File: src/rtl/cacheline_adaptor_pkg.sv
// adaptor_types: shared state encoding, default widths and data typedefs for the cache-line adaptor.
package adaptor_types;
  localparam int LINE_WIDTH = 256;
  localparam int BEAT_WIDTH = 64;
  localparam int ADDR_WIDTH = 32;
  typedef enum logic [1:0] {IDLE, RD, WR, DONE} state_t;
  typedef logic [BEAT_WIDTH-1:0] beat_t;
  typedef logic [LINE_WIDTH-1:0] line_t;
endpackage

File: src/rtl/cacheline_beat_shifter.sv
// cacheline_beat_shifter: beat counter plus fill-line assembly and writeback-line beat select.
module cacheline_beat_shifter
  import adaptor_types::*;
#(
  parameter int LINE_W = LINE_WIDTH,
  parameter int BEAT_W = BEAT_WIDTH
) (
  input  logic              clk,
  input  logic              rst,
  input  logic              clr,
  input  logic              load,
  input  logic              step,
  input  logic              capture,
  input  logic [LINE_W-1:0] wdata,
  input  logic [BEAT_W-1:0] beat,
  output logic [LINE_W-1:0] fill,
  output logic [BEAT_W-1:0] wbeat,
  output logic              last
);
  localparam int BEATS = LINE_W / BEAT_W;
  localparam int CNT_W = $clog2(BEATS);
  logic [CNT_W-1:0]  k;
  logic [LINE_W-1:0] wline;
  // fill and wline are separate so a writeback never disturbs the held fill line
  always_ff @(posedge clk or posedge rst) begin
    if (rst) begin
      k     <= '0;
      fill  <= '0;
      wline <= '0;
    end else begin
      k <= clr ? '0 : step ? k + 1'b1 : k;
      if (load) wline <= wdata;
      if (step && capture) fill[BEAT_W*k +: BEAT_W] <= beat;
    end
  end
  assign wbeat = wline[BEAT_W*k +: BEAT_W];
  assign last  = k == CNT_W'(BEATS - 1);
endmodule

File: src/rtl/cacheline_adaptor.sv
// cacheline_adaptor: turns one cache-line read/write into a 4-beat 64-bit memory burst.
// Optional CACHELINE_ADAPTOR_PERF_EN adds saturating read/write/stall counters.
module cacheline_adaptor
  import adaptor_types::*;
#(
  parameter int LINE_W = LINE_WIDTH,
  parameter int BEAT_W = BEAT_WIDTH,
  parameter int ADDR_W = ADDR_WIDTH
) (
  input  logic              clk,
  input  logic              rst,
  input  logic [LINE_W-1:0] line_i,
  output logic [LINE_W-1:0] line_o,
  input  logic [ADDR_W-1:0] address_i,
  input  logic              read_i,
  input  logic              write_i,
  output logic              resp_o,
  input  logic [BEAT_W-1:0] burst_i,
  output logic [BEAT_W-1:0] burst_o,
  output logic [ADDR_W-1:0] address_o,
  output logic              read_o,
  output logic              write_o,
  input  logic              resp_i
`ifdef CACHELINE_ADAPTOR_PERF_EN
  ,
  output logic [31:0]       perf_reads,
  output logic [31:0]       perf_writes,
  output logic [31:0]       perf_stall
`endif
);
  localparam int OFF_W = $clog2(LINE_W / 8);
  state_t state, nxt;
  logic   start, load, step, last;
  always_ff @(posedge clk or posedge rst) begin
    if (rst) state <= IDLE;
    else state <= nxt;
  end
  // writeback wins over fill when both are requested
  always_comb begin
    nxt = state;
    case (state)
      IDLE:    nxt = write_i ? WR : read_i ? RD : IDLE;
      RD, WR:  nxt = step && last ? DONE : state;
      default: nxt = IDLE;
    endcase
  end
  always_comb begin
    read_o  = state == RD;
    write_o = state == WR;
    resp_o  = state == DONE;
    start   = state == IDLE && (read_i || write_i);
    load    = state == IDLE && write_i;
    step    = resp_i && (read_o || write_o);
  end
  always_ff @(posedge clk or posedge rst) begin
    if (rst) address_o <= '0;
    else if (start) address_o <= {address_i[ADDR_W-1:OFF_W], OFF_W'(0)};
  end
  cacheline_beat_shifter #(.LINE_W(LINE_W), .BEAT_W(BEAT_W)) u_shift (
    .clk    (clk),
    .rst    (rst),
    .clr    (start),
    .load   (load),
    .step   (step),
    .capture(read_o),
    .wdata  (line_i),
    .beat   (burst_i),
    .fill   (line_o),
    .wbeat  (burst_o),
    .last   (last)
  );
`ifdef CACHELINE_ADAPTOR_PERF_EN
  always_ff @(posedge clk or posedge rst) begin
    if (rst) begin
      perf_reads  <= '0;
      perf_writes <= '0;
      perf_stall  <= '0;
    end else begin
      if (read_o && step && last && ~&perf_reads) perf_reads <= perf_reads + 1'b1;
      if (write_o && step && last && ~&perf_writes) perf_writes <= perf_writes + 1'b1;
      if ((read_o || write_o) && !resp_i && ~&perf_stall) perf_stall <= perf_stall + 1'b1;
    end
  end
`endif
endmodule

File: config.mk
export PLATFORM = sky130hd
export DESIGN_NAME = cacheline_adaptor
export DESIGN_NICKNAME = d
export VERILOG_FILES = /design/src/rtl/cacheline_adaptor_pkg.sv /design/src/rtl/cacheline_beat_shifter.sv /design/src/rtl/cacheline_adaptor.sv
export SDC_FILE = /design/constraint.sdc
export NUM_CORES = 1
export LEC_CHECK = 0
export ABC_AREA = 1
export BUFFER_PORTS_ARGS = -buffer_cell sky130_fd_sc_hd__buf_2
export CORE_AREA = 2 2 277 279
export CTS_CLUSTER_SIZE = 12
export DETAILED_ROUTE_END_ITERATION = 10
export DIE_AREA = 0 0 279 281
export HOLD_SLACK_MARGIN = 0.1
export PLACE_DENSITY = 0.64
export SYNTH_ARGS = -nofsm -noshare
export SYNTH_HDL_FRONTEND = slang
export SYNTH_SLANG_ARGS = --single-unit
File: constraint.sdc
create_clock -name clk -period 17.7 [get_ports clk]
set_input_delay 3.54 -clock clk [delete_from_list [all_inputs] [get_ports clk]]
set_output_delay 3.54 -clock clk [all_outputs]
set_load 0.03 [all_outputs]
==> flow_metrics.env <==
export IMPL_die_w_um=279
export IMPL_ctsRootBufferMaster="clkbuf_16"
export IMPL_final_min_clock_period_ps=7040
export IMPL_reg2reg_depth=8
export IMPL_cap_viol_max_count=0
export IMPL_cts_setup_buffers=0
export IMPL_rsz0062_at_grt="false"
export IMPL_cts_buffers=59
export IMPL_grt_pass1_wl_um=127000
export IMPL_rows=101
export IMPL_grt_max_degree=225
export IMPL_required_ps=14160
export IMPL_insertion_delay_ps=600
export IMPL_ys_warn_count=0
export IMPL_clk_pin_slew_ps=60
export IMPL_fillers=7822
export IMPL_vias_per_cell=4.75
export IMPL_final_antenna_net_count=0
export IMPL_portBuffers=701
export IMPL_hold_depth=2
export IMPL_num_io_pins=712
export IMPL_finalWorstSetupSlack_ps=10660
export IMPL_finalCritPeriodShare_pct=39.8
export IMPL_cts_hold_buf=0
export IMPL_netlist_top_cell_by_area="dfrtp_1"
export IMPL_cp_start_kind="register"
export IMPL_vias=22472
export IMPL_place_congestion=0.821
export IMPL_clkSinkCount=543
export IMPL_cts_buffer_depth=3
export IMPL_core_um2=75400
export IMPL_min_delay_start="u_shift.wline[222]"
export IMPL_fin_skew_ps=8.23
export IMPL_place_hpwl_um=56600
export IMPL_worstReg2RegStart="u_shift.k[0]"
export IMPL_ys_top_cells_by_area="dfrtp_1 (55%), nand2_1 (20%), nand3_1 (4.9%), nor2_1 (4.5%), inv_1 (3.5%)"
export IMPL_seq_area_um2=13600
export IMPL_crit_fanout=106
export IMPL_setup_viol=0
export IMPL_netlist_area_um2=24700
export IMPL_syn2layout_area_growth_pct=24.3
export IMPL_nets=4061
export IMPL_track_usage_pct=20.8
export IMPL_p_int_w=0.00292
export IMPL_r2r_slack_ps=13200
export IMPL_final_max_slew_viol_count=0
export IMPL_cts_htree_levels=2
export IMPL_outcome="complete, no violations"
export IMPL_hold_path_class="register to register"
export IMPL_drc=0
export IMPL_p_sw_share_pct=43.7
export IMPL_ctsResizeCount=0
export IMPL_drt_first_pass_iters=7
export IMPL_p_clk_share_pct=24.2
export IMPL_cp_arrival_ps=3500
export IMPL_tns_ps=0
export IMPL_wl_per_cell_um=17.7
export IMPL_cts_tree="yes"
export IMPL_synth_cell_type_count=23
export IMPL_post_place_ws_ps=10860
export IMPL_worstSetupEndpointType="primary output"
export IMPL_ir_drop_mv=0.0973
export IMPL_finalWirelength_um=83900
export IMPL_p_leak_nw=18.2
export IMPL_hold_violations=0
export IMPL_synthCells=3106
export IMPL_synth_seq_area_share_pct=55.1
export IMPL_tightest_slew_ps=1120
export IMPL_whs_endpoint="u_shift.wline[222]"
export IMPL_synth_top_area_share_pct=55.1
export IMPL_overflow=0
export IMPL_syn_area_per_cell_um2=7.94
export IMPL_critPathKind="register to primary output"
export IMPL_power_frac_seq_pct=34.6
export IMPL_drt_iter0_drc=1711
export IMPL_multi_input_area_um2=9170
export IMPL_power_switching_w=0.00227
export IMPL_r2r_end="u_shift.fill[108]"
export IMPL_initial_core_util_pct=32.7
export IMPL_grt_pass1_vias=21377
export IMPL_relSlewSlack_pct=25.2
export IMPL_cellPowerDensity_nw_per_um2=169
export IMPL_die_y_um=281
export IMPL_combPwrFrac_pct=41.2
export IMPL_layout_drive_gt1_share_pct=23.4
export IMPL_antenna_found_initial=51
export IMPL_die_area_um2=78400
export IMPL_ys_ff_latch=543
export IMPL_fmax_mhz=142
-- stage by stage --
| stage | hold slack (ps) | instances | utilization, % | cell area [um^2] | power [W] |
|---|---|---|---|---|---|
| finish | 465 | 4735 | 40.6 | 30600 | 0.00519 |
| global route | 485 | 4731 | 40.6 | 30600 | 0.00553 |
| CTS | 467 | 4720 | 40.6 | 30600 | 0.00523 |
| detailed placement | 453 | 4611 | 38.0 | 28600 | 0.00396 |
| global placement | 447 | 4611 | 38.0 | 28600 | 0.00393 |
| floorplan | 437 | 3110 | - | 24700 | 0.00333 |
-- cells by family after synthesis --
logic type / Yosys count / share of synthesized area [%]
adder cells (fa/ha/maj): 10 / 0.507
AND/OR/NAND/NOR: 1889 / 30.1
AO/OA/AOI/OAI: 223 / 6.15
buffers and inverters: 440 / 8.11
other: 1 / 0.0152
flip-flops: 543 / 55.1
-- power groups by stage --
stage / clock [W] / combinational [W] / sequential, W
finish: 0.00126 / 0.00214 / 0.00179
global route: 0.00134 / 0.00236 / 0.00183
CTS: 0.00128 / 0.00216 / 0.00179
detailed placement: 0 / 0.00215 / 0.00181
global placement: 0 / 0.00213 / 0.00180
floorplan: 0 / 0.00139 / 0.00194
-- state kept, by name, indices dropped and copies added (netlist names) --
name and cells:
address_o 27, u_shift.wline 256, u_shift.k 2, u_shift.fill 256
state 2
-- cell type report --
cell class | instances | share of cell area [%]
Inverter | 232 | 2.89
Sequential cell | 543 | 44.3
Timing Repair Buffer | 731 | 12.3
Antenna cell | 15 | 0.122
Tap cell | 978 | 3.99
Clock buffer | 92 | 5.85
Clock inverter | 17 | 0.600
Multi-Input combinational cell | 2127 | 29.9
-- metal layers --
layer | up-vias | wire (um) | GRT usage [%] | part of all wire (%)
met4 | 64 | 2890 | 7.29 | 3.4
met5 | - | 404 | 0 | 0.48
met1 | 10612 | 33400 | 25.4 | 40
met2 | 816 | 39100 | 33.7 | 47
li1 | 10762 | - | - | -
met3 | 218 | 8130 | 7.66 | 9.7
-- synthesized netlist by cell type, drive strengths merged --
| cell type | count |
|---|---|
| nand2 | 1348 |
| dfrtp | 543 |
| nor2 | 300 |
| nand3 | 240 |
| inv | 232 |
| buf | 160 |
| a21oi | 95 |
| o211ai | 92 |
| clkbuf | 48 |
| o21ai | 36 |
| ha | 10 |
| conb | 1 |
| nor3 | 1 |
-- cells in the final DEF (no fill, tap or decap), drive strengths merged --
master / synthesis / layout
nor3: 1 / 1
clkinv: 0 / 11
o211ai: 92 / 92
conb: 1 / 5
o21ai: 36 / 36
inv: 232 / 233
nand2: 1348 / 1348
clkbuf: 48 / 92
a21oi: 95 / 95
ha: 10 / 10
nor2: 300 / 300
clkinvlp: 0 / 2
bufinv: 0 / 3
dfrtp: 543 / 543
buf: 160 / 731
diode: 0 / 15
nand3: 240 / 240
-- worst max path at each step --
stage / slack, ps / startpoint / end
floorplan: 6770 / rst / address_o[10]
global placement: 10850 / rst / u_shift.wline[106]
detailed placement: 10860 / rst / u_shift.wline[41]
CTS: 10650 / u_shift.k[0] / burst_o[18]
global route: 10490 / u_shift.k[0] / burst_o[18]
finish: 10660 / u_shift.k[0] / burst_o[18]
-- worst max-delay path, stage by stage, from the launching register on --
cell      delay (ps)
dfrtp_4          660
inv_8            550
buf_4            790
nand2_1          160
o211ai_1         130
nand2_1          100
buf_2            190
No activity file was read; power rests on OpenSTA's default activity.
